## src/rtl/int_ctrl.sv

```systemverilog
`default_nettype none
// ============================================================================
// Module      : int_ctrl
// Description : Four-line interrupt controller with memory-mapped
//               PEND/MASK/CLR/MODE registers and per-line edge/level capture.
// Revision    : 1.0 - initial release
// ============================================================================
module int_ctrl #(
   parameter logic [31:0] BASE = 32'h0000_0800
) (
   input  logic        clk,
   input  logic        rst,
   input  logic [3:0]  irq_in,
   input  logic        we,
   input  logic [31:0] a,
   input  logic [31:0] d,
   output logic [31:0] q,
   output logic        sel,
   output logic [3:0]  INT
);

   localparam logic [1:0] c_OFF_PEND = 2'd0;
   localparam logic [1:0] c_OFF_MASK = 2'd1;
   localparam logic [1:0] c_OFF_CLR  = 2'd2;
   localparam logic [1:0] c_OFF_MODE = 2'd3;

   logic [3:0] r_s1;
   logic [3:0] r_s2;
   logic [3:0] r_s3;
   logic [3:0] r_pend;
   logic [3:0] r_mask;
   logic [3:0] r_mode;
   logic [3:0] r_int;

   logic [1:0] w_off;
   logic       w_wr;
   logic [3:0] w_clr;
   logic [3:0] w_pend_nxt;
   logic       w_unused;

   assign sel      = (a[31:4] == BASE[31:4]);
   assign w_off    = a[3:2];
   assign w_wr     = we & sel;
   assign w_clr    = (w_wr && (w_off == c_OFF_CLR)) ? d[3:0] : 4'h0;
   assign w_unused = ^{d[31:4], a[1:0]};
   assign INT      = r_int;

   // A fresh rising edge on s2 beats a same-cycle clear in edge mode.
   always_comb begin
      w_pend_nxt = r_pend;
      for (int i = 0; i < 4; i++) begin
         if (r_mode[i]) begin
            w_pend_nxt[i] = (r_s2[i] & ~r_s3[i]) | (r_pend[i] & ~w_clr[i]);
         end else begin
            w_pend_nxt[i] = r_s2[i];
         end
      end
   end

   always_comb begin
      q = 32'h0;
      if (sel && !rst) begin
         case (w_off)
            c_OFF_PEND: q = {28'h0, r_pend};
            c_OFF_MASK: q = {28'h0, r_mask};
            c_OFF_MODE: q = {28'h0, r_mode};
            default:    q = 32'h0;
         endcase
      end
   end

   always_ff @(posedge clk or posedge rst) begin
      if (rst) begin
         r_s1   <= 4'h0;
         r_s2   <= 4'h0;
         r_s3   <= 4'h0;
         r_pend <= 4'h0;
         r_mask <= 4'h0;
         r_mode <= 4'hF;
         r_int  <= 4'h0;
      end else begin
         r_s1   <= irq_in;
         r_s2   <= r_s1;
         r_s3   <= r_s2;
         r_pend <= w_pend_nxt;
         r_int  <= r_pend & r_mask;
         if (w_wr && (w_off == c_OFF_MASK)) r_mask <= d[3:0];
         if (w_wr && (w_off == c_OFF_MODE)) r_mode <= d[3:0];
      end
   end

endmodule
`default_nettype wire

```

## config.mk

```make
export PLATFORM = sky130hd
export DESIGN_NAME = int_ctrl
export DESIGN_NICKNAME = d
export VERILOG_FILES = /design/src/rtl/int_ctrl.sv
export SDC_FILE = /design/constraint.sdc
export NUM_CORES = 1
export LEC_CHECK = 0
export BUFFER_PORTS_ARGS = -buffer_cell sky130_fd_sc_hd__buf_2
export CORE_ASPECT_RATIO = 0.75
export CORE_MARGIN = 4
export CORE_UTILIZATION = 43
export DETAILED_ROUTE_END_ITERATION = 12
export PLACE_DENSITY = 0.85
export SLEW_MARGIN = 0
export SYNTH_ARGS = -nofsm -noshare
export SYNTH_HDL_FRONTEND = slang
export SYNTH_SLANG_ARGS = --single-unit
```

## constraint.sdc

```tcl
create_clock -name clk -period 2.5 [get_ports clk]
set_clock_uncertainty 0.2 [all_clocks]
set_input_delay 0 -clock clk [delete_from_list [all_inputs] [get_ports clk]]
set_output_delay 0 -clock clk [all_outputs]
set_load 0.02 [all_outputs]
```

# After elaboration in Yosys (flattened, before gate mapping)

Cells that the tools add are included.

Logic and storage cells: 46
Bits of input ports: 71
Output and inout bits: 37
Memory bits (writable): 0
Memory bits (read-only): 0
Flip-flop bits (word level): 28
Memories: 0
Bits in latches: 0

Multiplexer cells: 7
Equal/unequal tests: 4
Shift operators: 0
Add/sub/neg operators: 0
Order comparisons: 0
Reductions and logical operators: 6
Bitwise gates (word level): 22
Multipliers: 0
Divide/modulo/power cells: 0

Operators with widths:

| cell                  | number |
|---|---|
| $eq A28 B8 Y1 const B | 1 |
| $pmux W4 S3           | 1 |
| $and A1 B1 Y1         | 9 |
| $mux W4               | 2 |
| $not A1 Y1            | 8 |
| $and A4 B4 Y4         | 1 |
| $eq A2 B2 Y1 const B  | 2 |
| $logic_and A1 B1 Y1   | 4 |
| $mux W1               | 4 |
| $or A1 B1 Y1          | 4 |
| $eq A2 B1 Y1 const B  | 1 |
| $logic_not A2 Y1      | 1 |
| $logic_not A1 Y1      | 1 |

# Logic depth before layout (Yosys ltp)

Word-level depth: 8
Depth in mapped cells: 5

# Least setup slack after synthesis

OpenSTA, ideal clock, no wires.

Path kind: input port to flip-flop
Start point: in a[6]
End point: reg r_mask[0]
Library setup time: 0.125 ns
Stages on the path: 5
Data arrival time: 1.387 ns
Data required time: 2.175 ns
Slack: 0.788 ns
Path through: nor4_2 > nand4_2 > or4_1 > buf_2 > mux2_4

Longest elaborated chain between the ends: 3

Ends and longest elaborated chain:

| element              | line | text |
|---|---|---|
| from (decl)          | 15   | `input logic [31:0] a,` |
| $eq A28 B8 Y1        | 41   | `assign sel = (a[31:4] == BASE[31:4]);` |
| $and A1 B1 Y1        | 43   | `assign w_wr = we & sel;` |
| $logic_and A1 B1 Y1  | 87   | `if (w_wr && (w_off == c_OFF_MASK)) r_mask <= d[3:0];` |
| to (signal assigned) | 87   |  |
| to (decl)            | 31   | `logic [3:0] r_mask;` |

Every way passes these cells.
A chain may end at the register's enable or synchronous reset.

# Worst setup path in the final report

Start point: in a[6]
End point: out q[0]

Longest elaborated chain between the ends: 3

Ends and longest elaborated chain:

| element             | line | text |
|---|---|---|
| $eq A28 B8 Y1       | 41   |  |
| $logic_and A1 B1 Y1 | 62   | `if (sel && !rst) begin` |
| $mux W4             | 62   |  |
| to (decl)           | 17   | `output logic [31:0] q,` |

Every way passes these cells.

==> metrics.md <==
| Metric | Value |
|---|---|
| Status | finished, final reports clean |
| Final worst-path setup slack | 0.661 ns |
| Via Count | 1018 |
| Die area | 4320 um^2 |
| FF+latch count, synth | 28 |
| First DRT Iteration DRCs | 34 |
| Worst hold endpoint | r_pend[3] |
| Max transition margin | 0.567 |
| DR pass1 iterations | 4 |
| Max Freq | 544 MHz |
| Wirelength per Cell | 12.9 um |
| Remaining Overflow, GRT | 0 |
| Worst hold stages | 5 |
| Initial antenna violation count | 0 |
| Core ar. | 3060 um^2 |
| Num ports | 108 |
| Crit Reg-Reg Startpoint | r_mode[2] |
| Peak supply drop | 0.444 mV |
| Sw power | 0.000214 W |
| Worst Path Arrival | 1.64 ns |
| Period Utilization, post-route | 0.735 |
| Final max-slew violation count | 0 |
| DRT antenna net count | 0 |
| Cell Count, Final, Fillers Out | 221 |
| H-tree depth | 1 |
| Area growth from synthesis to layout | 24.0% |
| Number of port buffers | 49 |
| Post-layout min period | 1.84 ns |
| Required @ worst endpoint | 2.30 ns |
| Die X-Extent | 74.5 um |
| Final wirelength | 2850 um |
| Max-cap viol count | 0 |
| Sw frac | 0.229 |
| Syn_area_per_cell | 11.5 um^2 |
| Cell Area, Synth | 1430 um^2 |
| Mapped Cells | 124 |
| Clock buffer depth | 2 |
| Synth cell types | 25 |
| Combinational share of power | 0.124 |
| Tot GR Track Use | 0.123 |
| Dpl hpwl | 2240 um |
| Final net count | 255 |
| RR Endpoint | r_pend[2] |
| Share of layout cells above drive strength 1 | 0.393 |
| Clk_lat worst skew | 0.27 ns |
| Register area share after synthesis | 0.494 |
| # placed instances | 208 |
| Initial core utilization | 0.466 |
| Worst Setup Path Type | primary input to output pin |
| Placed Area | 1610 um^2 |
| Critical Path Start Type | primary input |
| DRC errors left | 0 |
| Die Y | 57.9 um |
| Clock Pin Slew Worst Setup and Hold Paths | 0.09 ns |
| Largest net degree at the start of global routing | 29 |
| Routability cong. | 0.726 |
| Clock power frac | 0.372 |
| Num rows | 17 |
| HP Start | we |
| Reg-to-reg slack, setup | 1.32 ns |
| CTS tree | yes |
| Setup slack at placement | 0.469 ns |
| Final setup viols | 0 |
| Number of synthesis warnings | 0 |
| Crit path max fanout | 5 |
| Pint | 0.000722 W |
| Number of global-route vias before repair | 955 |
| Setup TNS Final | 0 ns |
| Tightest Pin Transition | 0.644 ns |
| # clock sinks | 28 |
| Wire length of the first global-routing pass | 4150 um |
| Worst Hold Class | primary input to register |
| Vias per Instance | 4.61 |
| Leakage dissipation | 0.929 nW |
| Sequential share of power | 0.504 |
| Total CTS buffers | 3 |
| Cell Pwr Density | 529 nW/um^2 |
| PostCTS Resize Cnt | 0 |
| Hold Vio Cnt, Final | 0 |
| Design area | 1770 um^2 |
| Crit. End Element | output pin |
| CTS Root Cell | clkbuf_8 |
| RSZ-0062 raised after global routing | no |
| Number of antenna diodes | 0 |
| Cell depth of the worst flop-to-flop path | 3 |
==> cells by family after synthesis <==
kind of cell	Yosys count	synth area share
AOI/OAI and AO/OA	12	0.0526
buffers and inverters	34	0.165
DFF	28	0.494
muxes	12	0.112
other	1	0.00263
and+or+nand+nor	37	0.174
==> cell type report <==
| class | instances | area, um^2 |
|---|---|---|
| clock inverters | 1 | 30.0 |
| well taps | 38 | 47.5 |
| flip-flops and latches | 28 | 706 |
| multi-input cells | 89 | 588 |
| fillers | 275 | 1290 |
| repair buffers | 60 | 350 |
| inverters | 2 | 7.51 |
| clock buffers | 3 | 41.3 |
==> per-stage QoR <==
step / total power [W] / hold WS, ns / util
2_1_floorplan: 0.000575 / -0.169 / -
3_3_place_gp: 0.000582 / -0.116 / 0.525
3_5_place_dp: 0.000586 / -0.100 / 0.525
4_1_cts: 0.000952 / 0.0831 / 0.578
5_1_grt: 0.000980 / 0.0999 / 0.578
6_report: 0.000937 / 0.0995 / 0.578
==> flip-flops by register name (all words and copies together), names as in the netlist <==
name and flops:
r_mask 4, r_s3 4, INT 4, r_s1 4, r_mode 4, r_s2 4
r_pend 4
==> worst max-delay path: stages <==
cell     delay (ns)
buf_2          0.10
nor4_2         0.33
nand4_2        0.20
nor4_1         0.62
and2_1         0.22
buf_2          0.16
==> Yosys cell counts <==
cell      count  area, um^2
nor4_1        4        25.0
nor2b_1       1        6.26
dfstp_2       4         105
dfrtp_1      24         601
mux2_4        8         120
nor4_2        2        25.0
nand3_1       5        25.0
buf_4        28         210
a22oi_1       4        30.0
nand2b_1      1        6.26
or4_1         2        15.0
inv_1         2        7.51
nand4_2       1        12.5
clkbuf_1      2        7.51
and2_1        8        50.1
a31oi_1       4        25.0
conb_1        1        3.75
buf_2         2        10.0
mux2i_1       4        40.0
nor2_1        1        3.75
nor4_4        1        21.3
nor4b_1       1        8.76
nor4b_2       1        15.0
o21ai_0       4        20.0
nand2_1       9        33.8
==> routing by layer <==
| layer | vias to the layer above | track usage | wire (um) | part of all wire |
|---|---|---|---|---|
| met4 | 0 | 0.0152 | 0 | 0 |
| met5 | - | 0 | 0 | 0 |
| met3 | 0 | 0.0364 | 362 | 0.13 |
| met1 | 474 | 0.145 | 1100 | 0.39 |
| met2 | 52 | 0.228 | 1380 | 0.49 |
| li1 | 492 | - | - | - |
==> worst max path at each step <==
stage                     slack (ns)        end  start  cells after the start
after detailed placement        0.47  r_mask[3]   a[6]                      5
after global placement          0.54  r_mask[1]   a[6]                      5
after global routing            0.50       q[1]   a[6]                      6
final                           0.66       q[0]   a[6]                      6
after CTS                       0.64       q[0]   a[6]                      6
after floorplan                 0.79  r_mask[0]   a[6]                      5
==> placed cells by master, fill, tap and decap left out <==
cell,instances
buf_2,49
conb_1,28
dfrtp_1,24
nand2_1,9
dlygate4sd3_1,9
mux2_4,8
and2_1,8
nand3_1,5
nor4_1,4
mux2i_1,4
o21ai_0,4
a22oi_1,4
a31oi_1,4
dfstp_2,4
clkbuf_8,3
inv_1,2
nor4_2,2
or4_1,2
buf_4,2
nor4_4,1
nor4b_2,1
nand4_2,1
nor2b_1,1
nor2_1,1
nor4b_1,1
nand2b_1,1
bufinv_16,1
==> power by group through the flow <==
stage          sequential [W]  combinational (W)  clock, W
3_3_place_gp         0.000481           0.000102         0
4_1_cts              0.000473           0.000115  0.000364
3_5_place_dp         0.000481           0.000104         0
5_1_grt              0.000474           0.000127  0.000379
2_1_floorplan        0.000479          0.0000955         0
6_report             0.000472           0.000116  0.000349
==> what timing repair did <==
item                                   CTS  global route
endpoints found under the hold margin   44             0
buffers inserted                         0             0
hold buffers                             9             0
Power figures use the tool's default switching activity.
